===== src/rtl/ber_pkg.sv =====
// Shared definitions for the BER measurement path: default counter widths used by the
// measurement sequencer and the 7-segment display block, and the sequencer state encoding.
package ber_pkg;

    localparam int BER_BW_RCNT = 58;
    localparam int BER_BW_ECNT = 64;

    typedef logic [1:0] state_t;

    localparam state_t ST_IDLE = 2'd0;
    localparam state_t ST_ACQ  = 2'd1;
    localparam state_t ST_MEAS = 2'd2;
    localparam state_t ST_SNAP = 2'd3;

    // MEAS and SNAP are the states in which the PRBS pattern is considered locked
    function automatic logic is_locked_state(input state_t s);
        return (s == ST_MEAS) || (s == ST_SNAP);
    endfunction

endpackage


===== src/rtl/ber_lock_det.sv =====
// Run-length lock detector: counts consecutive clean valid bits while acquiring and
// consecutive errored valid bits while locked; flags the bit that reaches each threshold.
module ber_lock_det #(
    parameter int LOCK_THR   = 16,
    parameter int UNLOCK_THR = 8
) (
    input  logic CLK,
    input  logic RSTX,
    input  logic acq_en,
    input  logic meas_en,
    input  logic bit_valid,
    input  logic bit_err,
    output logic lock_hit,
    output logic unlock_hit
);

    localparam int LW = (LOCK_THR > 1) ? $clog2(LOCK_THR) : 1;
    localparam int UW = (UNLOCK_THR > 1) ? $clog2(UNLOCK_THR) : 1;
    localparam logic [LW-1:0] LOCK_MAX   = LW'(LOCK_THR - 1);
    localparam logic [UW-1:0] UNLOCK_MAX = UW'(UNLOCK_THR - 1);

    logic [LW-1:0] lock_run;
    logic [UW-1:0] unlock_run;

    // Runs saturate one below threshold, so a hit that the sequencer suppresses
    // (e.g. by a same-cycle CLEAR) is raised again by the next qualifying bit.
    always_ff @(posedge CLK or negedge RSTX) begin
        if (!RSTX) begin
            lock_run   <= '0;
            unlock_run <= '0;
        end else begin
            if (!acq_en) begin
                lock_run <= '0;
            end else if (bit_valid) begin
                if (bit_err)
                    lock_run <= '0;
                else if (lock_run != LOCK_MAX)
                    lock_run <= lock_run + 1'b1;
            end

            if (!meas_en) begin
                unlock_run <= '0;
            end else if (bit_valid) begin
                if (!bit_err)
                    unlock_run <= '0;
                else if (unlock_run != UNLOCK_MAX)
                    unlock_run <= unlock_run + 1'b1;
            end
        end
    end

    assign lock_hit   = acq_en  && bit_valid && !bit_err && (lock_run == LOCK_MAX);
    assign unlock_hit = meas_en && bit_valid &&  bit_err && (unlock_run == UNLOCK_MAX);

endmodule


===== src/rtl/ber_meas_ctrl.sv =====
// BER measurement sequencer: PRBS lock, bit/error accumulation, windowed or requested
// snapshots with a START pulse to the display. Define BER_MEAS_SAT_EN for saturating counts.
module ber_meas_ctrl
    import ber_pkg::*;
#(
    parameter int BW_RCNT    = BER_BW_RCNT,
    parameter int BW_ECNT    = BER_BW_ECNT,
    parameter int BW_WIN     = 32,
    parameter int LOCK_THR   = 16,
    parameter int UNLOCK_THR = 8
) (
    input  logic               CLK,
    input  logic               RSTX,
    input  logic               ENABLE,
    input  logic               CLEAR,
    input  logic [BW_WIN-1:0]  WIN_LEN,
    input  logic               SNAP_REQ,
    input  logic               BIT_VALID,
    input  logic               BIT_ERR,
    output logic               LOCKED,
    output logic               MEAS_START,
    output logic [BW_RCNT-1:0] RECV_CNT,
    output logic [BW_ECNT-1:0] ERR_CNT
);

    state_t              state, next_state;
    logic [BW_RCNT-1:0]  racc, racc_d;
    logic [BW_ECNT-1:0]  eacc, eacc_d;
    logic [BW_WIN-1:0]   win_cnt, win_d;
    logic                lock_hit, unlock_hit;
    logic                clr, count_en, racc_inc, eacc_inc;
    logic                win_end, snap_trig;
    logic                locked_d, start_d;

    ber_lock_det #(
        .LOCK_THR   (LOCK_THR),
        .UNLOCK_THR (UNLOCK_THR)
    ) u_lock_det (
        .CLK        (CLK),
        .RSTX       (RSTX),
        .acq_en     (state == ST_ACQ),
        .meas_en    (is_locked_state(state)),
        .bit_valid  (BIT_VALID),
        .bit_err    (BIT_ERR),
        .lock_hit   (lock_hit),
        .unlock_hit (unlock_hit)
    );

    // ENABLE=0 outranks CLEAR, so a clear while disabled leaves everything held
    assign clr       = ENABLE && CLEAR;
    assign count_en  = ENABLE && !CLEAR && is_locked_state(state) && BIT_VALID;
    assign win_end   = (state == ST_MEAS) && BIT_VALID && (WIN_LEN != '0)
                       && (win_cnt >= WIN_LEN - 1'b1);
    assign snap_trig = (state == ST_MEAS) && (win_end || SNAP_REQ);

`ifdef BER_MEAS_SAT_EN
    // Error count freezes with the received count so the displayed ratio stays meaningful
    logic racc_full, eacc_full;
    assign racc_full = &racc;
    assign eacc_full = &eacc;
    assign racc_inc  = count_en && !racc_full;
    assign eacc_inc  = count_en && BIT_ERR && !racc_full && !eacc_full;
`else
    assign racc_inc  = count_en;
    assign eacc_inc  = count_en && BIT_ERR;
`endif

    always_ff @(posedge CLK or negedge RSTX) begin
        if (!RSTX) begin
            state <= ST_IDLE;
        end else begin
            // NOTE: non-blocking so every register samples pre-edge values
            state <= next_state;
        end
    end

    always_comb begin
        // NOTE: default assignment first keeps every path assigned, so no latch is inferred
        next_state = state;
        if (!ENABLE) begin
            next_state = ST_IDLE;
        end else if (CLEAR) begin
            next_state = (state == ST_SNAP) ? ST_MEAS : state;
        end else begin
            case (state)
                ST_IDLE: next_state = ST_ACQ;
                ST_ACQ:  if (lock_hit) next_state = ST_MEAS;
                ST_MEAS: begin
                    if (unlock_hit)     next_state = ST_ACQ;
                    else if (snap_trig) next_state = ST_SNAP;
                end
                ST_SNAP: next_state = unlock_hit ? ST_ACQ : ST_MEAS;
                default: next_state = ST_IDLE;
            endcase
        end
    end

    // Outputs are decoded from next_state and registered, so they line up with the state
    always_comb begin
        locked_d = is_locked_state(next_state);
        start_d  = (next_state == ST_SNAP);
    end

    always_comb begin
        racc_d = racc;
        eacc_d = eacc;
        win_d  = win_cnt;
        if (clr) begin
            racc_d = '0;
            eacc_d = '0;
            win_d  = '0;
        end else if (ENABLE) begin
            if (racc_inc) racc_d = racc + 1'b1;
            if (eacc_inc) eacc_d = eacc + 1'b1;
            // Window restarts at every snapshot and is held at 0 until lock
            if (next_state == ST_SNAP || !is_locked_state(state))
                win_d = '0;
            else if (BIT_VALID)
                win_d = win_cnt + 1'b1;
        end
    end

    always_ff @(posedge CLK or negedge RSTX) begin
        if (!RSTX) begin
            racc       <= '0;
            eacc       <= '0;
            win_cnt    <= '0;
            LOCKED     <= 1'b0;
            MEAS_START <= 1'b0;
            RECV_CNT   <= '0;
            ERR_CNT    <= '0;
        end else begin
            racc       <= racc_d;
            eacc       <= eacc_d;
            win_cnt    <= win_d;
            LOCKED     <= locked_d;
            MEAS_START <= start_d;
            if (clr) begin
                RECV_CNT <= '0;
                ERR_CNT  <= '0;
            end else if (next_state == ST_SNAP) begin
                // Snapshot includes the bit that closed the window
                RECV_CNT <= racc_d;
                ERR_CNT  <= eacc_d;
            end
        end
    end

endmodule


===== config.mk =====
export PLATFORM = sky130hd
export DESIGN_NAME = ber_meas_ctrl
export DESIGN_NICKNAME = d
export VERILOG_FILES = /design/src/rtl/ber_pkg.sv /design/src/rtl/ber_lock_det.sv /design/src/rtl/ber_meas_ctrl.sv
export SDC_FILE = /design/constraint.sdc
export NUM_CORES = 1
export LEC_CHECK = 0
export BUFFER_PORTS_ARGS = -buffer_cell sky130_fd_sc_hd__buf_2
export CAP_MARGIN = 20
export CORE_MARGIN = 1.5
export CORE_UTILIZATION = 25
export CTS_CLUSTER_SIZE = 30
export DETAILED_ROUTE_END_ITERATION = 10
export SLEW_MARGIN = 20
export SYNTH_ARGS = -nofsm -noshare
export SYNTH_HDL_FRONTEND = slang
export SYNTH_HIERARCHICAL = 1
export SYNTH_SLANG_ARGS = --single-unit

===== constraint.sdc =====
create_clock -name CLK -period 3.7 [get_ports CLK]
set_input_delay 0.925 -clock CLK [delete_from_list [all_inputs] [get_ports CLK]]
set_output_delay 0.925 -clock CLK [all_outputs]
set_load 0.02 [all_outputs]

## After elaboration in Yosys (flattened, before gate mapping)

Cells that the tools add are included.

- Flip-flop bits (word level): 287
- Logic and storage cells: 90
- Output and inout bits: 124

- Equal/unequal tests: 13
- Mux-type cells: 30
- Add/sub/neg operators: 6
- Reductions and logical operators: 30
- $lt $le $gt $ge: 1

Operator list:

| kind | count |
|---|---|
| two-way mux 64 bit | 5 |
| two-way mux 58 bit | 5 |
| two-way mux 32 bit | 4 |
| adder 64 x 1 -> 64 bit, second input constant | 1 |
| adder 58 x 1 -> 58 bit, second input constant | 1 |
| adder 32 x 1 -> 32 bit, second input constant | 1 |
| greater-or-equal comparator 32 bit | 1 |
| nonzero test 32 bit | 1 |
| subtractor 32 x 1 -> 32 bit, second input constant | 1 |
| two-way mux 4 bit | 4 |
| logical AND 1 bit | 15 |
| two-way mux 2 bit | 7 |
| two-way mux 3 bit | 4 |
| inequality test 3 bit, second input constant | 3 |
| equality test 2 bit, second input constant | 4 |
| one-hot mux 2 bit (4 select lines) | 1 |
| AND reduction 2 bit | 3 |
| adder 4 x 1 -> 4 bit, second input constant | 1 |
| equality test 4 bit, second input constant | 1 |
| logical OR 1 bit | 4 |
| inequality test 2 bit, second input constant | 2 |
| inequality test 4 bit, second input constant | 1 |
| nonzero test 2 bit | 2 |
| adder 3 x 1 -> 3 bit, second input constant | 1 |
| 5 further kinds | 7 |

## Logic depth before layout (Yosys ltp)

- Depth in word-level cells: 16
- Gate-level depth with buffers: 19
- Gate-level depth less buffers: 18

## By module

Netlist, hierarchy kept.

By module, submodules not included:

| module | times used | area an instance (µm²) | cells each | seq. area each (µm²) |
|---|---|---|---|---|
| ber_meas_ctrl | 1 | 14,212.4 | 1,342 | 7,006.7 |
| ber_lock_det | 1 | 419.2 | 46 | 175.2 |

## Worst setup path before layout

OpenSTA, ideal clock, no wires.

- Path type: input port to flip-flop
- Start point: in WIN_LEN[0]
- End point: reg ERR_CNT[46]
- Stages on the path: 19
- Library setup time: 125 ps
- Arrival time: 5,054 ps
- Path buffers: 2
- Data required time: 3,575 ps
- Path slack: -1,479 ps
- Cell sequence: or3_1 nor3_1 nand3_1 nor4_2 and3_1 nand2b_1 nor4_1 xnor2_1 ha_1 nand4_1 nor2_1 a221oi_1 or3b_2 a211o_1 nand2_8 nand2_4 buf_6 buf_6 mux2_4

- Longest elaborated chain between the ends: 12

Ends and longest elaborated chain:

| element | RTL line | text |
|---|---|---|
| start: declaration | ber_meas_ctrl.sv:16 | `input logic [BW_WIN-1:0] WIN_LEN,` |
| subtractor 32 x 1 -> 32 bit / nonzero test 32 bit (equally long branches) | ber_meas_ctrl.sv:53, ber_meas_ctrl.sv:52 |  |
| greater-or-equal comparator 32 bit / logical AND 1 bit (equally long branches) | ber_meas_ctrl.sv:53, ber_meas_ctrl.sv:52 |  |
| logical AND 1 bit (*) | ber_meas_ctrl.sv:53 | `&& (win_cnt >= WIN_LEN - 1'b1);` |
| logical OR 1 bit (*) | ber_meas_ctrl.sv:54 | `assign snap_trig = (state == ST_MEAS) && (win_end \|\| SNAP_REQ);` |
| logical AND 1 bit (*) | ber_meas_ctrl.sv:54 |  |
| two-way mux 2 bit (*) | ber_meas_ctrl.sv:90 | `else if (snap_trig) next_state = ST_SNAP;` |
| two-way mux 2 bit (*) | ber_meas_ctrl.sv:89 | `if (unlock_hit) next_state = ST_ACQ;` |
| one-hot mux 2 bit (4 select lines) (*) | ber_meas_ctrl.sv:85 | `case (state)` |
| two-way mux 2 bit (*) | ber_meas_ctrl.sv:82 | `end else if (CLEAR) begin` |
| two-way mux 2 bit (*) | ber_meas_ctrl.sv:80 | `if (!ENABLE) begin` |
| equality test 2 bit (*) | ber_meas_ctrl.sv:141 | `end else if (next_state == ST_SNAP) begin` |
| nonzero test 2 bit (no source line) (*) | -- |  |
| end signal: assignment | ber_meas_ctrl.sv:131 | `ERR_CNT <= '0;` |
| end signal: assignment | ber_meas_ctrl.sv:140 | `ERR_CNT <= '0;` |
| end signal: assignment | ber_meas_ctrl.sv:144 | `ERR_CNT <= eacc_d;` |
| end: declaration | ber_meas_ctrl.sv:23 | `output logic [BW_ECNT-1:0] ERR_CNT` |

Every way passes the cells marked *; elsewhere a longest branch is shown, timed or not.
A chain may end at the register's enable or synchronous reset.

## Worst setup path in the final report

- Start point: in WIN_LEN[2]
- End point: reg RECV_CNT[23]

- Longest elaborated chain between the ends: 12

Ends and longest elaborated chain:

| element | RTL line | text |
|---|---|---|
| subtractor 32 x 1 -> 32 bit / nonzero test 32 bit (equally long branches) | ber_meas_ctrl.sv:53, ber_meas_ctrl.sv:52 |  |
| greater-or-equal comparator 32 bit / logical AND 1 bit (equally long branches) | ber_meas_ctrl.sv:53, ber_meas_ctrl.sv:52 |  |
| logical AND 1 bit (*) | ber_meas_ctrl.sv:53 |  |
| logical OR 1 bit (*) | ber_meas_ctrl.sv:54 |  |
| logical AND 1 bit (*) | ber_meas_ctrl.sv:54 |  |
| two-way mux 2 bit (*) | ber_meas_ctrl.sv:90 |  |
| two-way mux 2 bit (*) | ber_meas_ctrl.sv:89 |  |
| one-hot mux 2 bit (4 select lines) (*) | ber_meas_ctrl.sv:85 |  |
| two-way mux 2 bit (*) | ber_meas_ctrl.sv:82 |  |
| two-way mux 2 bit (*) | ber_meas_ctrl.sv:80 |  |
| equality test 2 bit (*) | ber_meas_ctrl.sv:141 |  |
| nonzero test 2 bit (no source line) (*) | -- |  |
| end signal: assignment | ber_meas_ctrl.sv:143 | `RECV_CNT <= racc_d;` |
| end: declaration | ber_meas_ctrl.sv:22 | `output logic [BW_RCNT-1:0] RECV_CNT,` |

Marks and branches as above.

==> metrics.md <==
| Metric | Value |
|---|---|
| Status | `complete, but fails checks` |
| Failing checks | `setup timing` |
| DR DRC count | `0` |
| Tcrit/Tclk final | `125.3%` |
| WHS | `305.5 ps` |
| PnR worst setup slack | `-936.8 ps` |
| CTS Buf Count | `36` |
| Initial core utilization | `25.31%` |
| VDD IR max | `0.2909 mV` |
| Vias in the first global route | `11688` |
| Post-Syn Area per Cell | `10.54 um^2` |
| Iter 0 DRT Violations | `875` |
| Max-slew violation count | `0` |
| Gr ovfl total | `0` |
| Total GRT Usage | `13.68%` |
| Die Y | `244.9 um` |
| RSZ-0062 raised after global routing | `yes` |
| Worst-Skew Late Latency | `550 ps` |
| First-pass GRT wire length | `65160 um` |
| Final Skew | `29.99 ps` |
| DR vias | `11463` |
| Number of fill cells in the layout | `5786` |
| Count of different cell masters after synthesis | `65` |
| Min-delay worst type | `primary input to asynchronous set/reset pin` |
| Synth Warn # | `6` |
| Clock Tree Root | `clkbuf_16` |
| I/O pins | `163` |
| Post-synth ARST share | `100.0%` |
| DRT Pass-1 Iters | `5` |
| Final min period | `4637 ps` |
| HPWL after DPL | `28410 um` |
| Post-synth top flop | `dfrtp_1` |
| Largest net degree at the start of global routing | `77` |
| Area grow syn2layout | `29.80%` |
| Fraction of layout cells with a size suffix above 1 | `30.20%` |
| Reg clk slew, reported paths | `60 ps` |
| Synthesized instance count | `1388` |
| Relative slew slack | `55.73%` |
| P per Cell Area | `390.5 mW/mm^2` |
| Crit. End Element | `flip-flop` |
| CP Data Required Time | `4110 ps` |
| CP Max Fanout | `8` |
| Register area share after synthesis | `49.09%` |
| Nets | `1733` |
| Avg WL per Cell | `16.73 um` |
| CTS tree | `built` |
| Worst slew pin tran | `662.4 ps` |
| CP arrival | `5040 ps` |
| Total power | `7.417 mW` |
| EDFF count, synth | `0` |
| Final std cells w/o fill | `2445` |
| CTS sink count | `287` |
| RePlAce Congestion | `0.8525` |
| Worst setup path class | `primary input to flip-flop` |
| Via-per-instance ratio | `4.688` |
| Yosys reg bits | `287` |
| Clk buf depth | `3` |
| Die width | `244.9 um` |
| ANT nets after route | `0` |
| Fmax | `0.2157 GHz` |
| DRT Wirelength | `40900 um` |
| I/O Buffers | `162` |
| Mapped cell area | `0.01463 mm^2` |
| Die area | `0.05999 mm^2` |
| # hold bufs at CTS | `0` |
| Hold Vio Cnt, Final | `0` |
| Row Count | `88` |
| Pre-CTS WS | `-1616 ps` |
| Syn Nets | `1466` |
| CTS HTree Levels | `2` |
| Final setup fails | `156` |
| Static Leak | `8.877 nW` |
| Placed Cells incl. Taps | `2356` |
| Final core occ | `32.86%` |
| Placeable Area | `0.05781 mm^2` |
| Antenna violations before repair | `2` |
| Max cap viols | `0` |
| Startpoint Class | `primary input` |
power breakdown:
group	leakage, nW	total, mW	switching [mW]	internal (mW)
registers	4.01	3.17	0.0130	3.16
clock network	0.622	3.80	1.41	2.40
logic	4.25	0.444	0.262	0.181
total	8.88	7.42	1.68	5.74
logic make-up after synthesis:
logic type,share of synthesized area [%]
flip-flops,49.09
adder cells (fa/ha/maj),3.335
multiplexers,10.66
buffers and inverters,2.625
XOR/XNOR,7.722
AND/OR/NAND/NOR,20.75
AO/OA/AOI/OAI,5.815
cell usage after synthesis (2+ instances only):
library cell  number  area share [%]
nor2b_1           11            0.47
nor4_4             2            0.29
xnor2_1           57             3.4
or2_2              4            0.17
a22oi_1            5            0.26
clkbuf_1          19            0.49
o311ai_0           9            0.54
a21oi_1           39             1.3
nor3_1            24            0.82
nand3b_1           5            0.26
o211ai_1           4            0.21
buf_1              3           0.077
buf_6              9            0.69
a21boi_0           2            0.10
a21o_1             4            0.21
inv_1             27            0.69
mux2i_1            7            0.48
buf_4              2            0.10
buf_2             16            0.55
nand3_1           90             3.1
and3_1            33             1.4
and4_1            12            0.72
nor4_2             2            0.17
a31oi_1            2           0.086
nand4_1           54             2.3
nand2_1          134             3.4
nor2_1           161             4.1
o21a_1             2            0.10
nand4b_1           3            0.18
or4_1              5            0.26
nand2b_1           5            0.21
mux2_2            43             3.3
and2_1            10            0.43
dfrtp_1          287              49
xor2_1            72             4.3
ha_1              39             3.3
o22ai_1            8            0.34
or3_1             20            0.86
o21ai_0           36             1.2
mux2_4            67             6.9
a211oi_1          12            0.62
a21oi_2            2            0.12
nor4_1            18            0.77
registers in the layout (all words and copies together), names as in the netlist, 2 cells and up:
register / cells
u_lock_det/unlock_run: 3
ERR_CNT: 64
RECV_CNT: 58
win_cnt: 32
eacc: 64
u_lock_det/lock_run: 4
state: 2
racc: 58
what timing repair did:
item	in CTS	in global routing
buffers inserted	12	3
resized for setup	52	27
gates cloned	10	1
endpoints found under the setup margin	156	156
pin swaps	15	9
through the flow:
step	instance area, um^2	setup TNS, ps
global placement	17000	-219730
global route	18990	-149140
finish	18990	-130760
floorplan	14710	-176220
detailed placement	17000	-239450
CTS	18820	-124870
worst paths after layout:
kind                                          from                        to  slack (ps)  cells past startpoint
max                                     WIN_LEN[2]  RECV_CNT[23]$_DFFE_PN0P_        -940                     21
min                                           RSTX        eacc[35]$_DFF_PN0_         310                      1
max reg2reg                 win_cnt[5]$_DFFE_PN0P_  RECV_CNT[23]$_DFFE_PN0P_         580                     11
min reg2reg                ERR_CNT[20]$_DFFE_PN0P_   ERR_CNT[20]$_DFFE_PN0P_         500                      1
max in group asynchronous                     RSTX        racc[47]$_DFF_PN0_        2500                      2
min in group CLK           ERR_CNT[20]$_DFFE_PN0P_   ERR_CNT[20]$_DFFE_PN0P_         500                      1
worst max-delay path: stages:
cell and delay (ps):
buf_6 90, or3_4 390, nor3_4 150, nand3_2 140, nor4_4 260, and3_4 280, nand2b_4 70, buf_6 120
nor3_4 170, xnor2_1 140, ha_1 270, nand4_1 120, nor2_1 70, a221oi_2 210, or3b_4 410, a211o_4 360
nand2_8 80, nand2_8 80, buf_12 210, buf_16 160, mux2_4 320
layout make-up:
type / instances / area [um^2] / area share [%]
clock inverter: 16 / 265.3 / 1.397
inverter: 28 / 112.6 / 0.5929
timing repair buffer: 278 / 2133 / 11.23
sequential: 287 / 7182 / 37.82
multi-input combinational: 1024 / 7340 / 38.65
tap: 765 / 957.2 / 5.040
clock buffer: 46 / 999.7 / 5.264
antenna: 1 / 2.502 / 0.01318
metal layers:
layer / GRT usage (%) / vias up / share of wire (%)
li1: - / 5459 / -
met1: 18.03 / 5688 / 45
met2: 21.65 / 252 / 46
met3: 3.881 / 64 / 6.6
met4: 4.121 / 0 / 2.4
met5: 0 / - / 0
cell usage in the layout, fill, tap and decap left out, types with 54 or more instances in the layout:
master   synthesis  layout
xor2_1          72      71
mux2_4          67      67
dfrtp_1        287     287
nand3_1         90      87
buf_4            2      82
xnor2_1         57      57
nand4_1         54      54
buf_2           16     159
nand2_1        134     132
nor2_1         161     156
No activity file was read; power rests on OpenSTA's default activity.
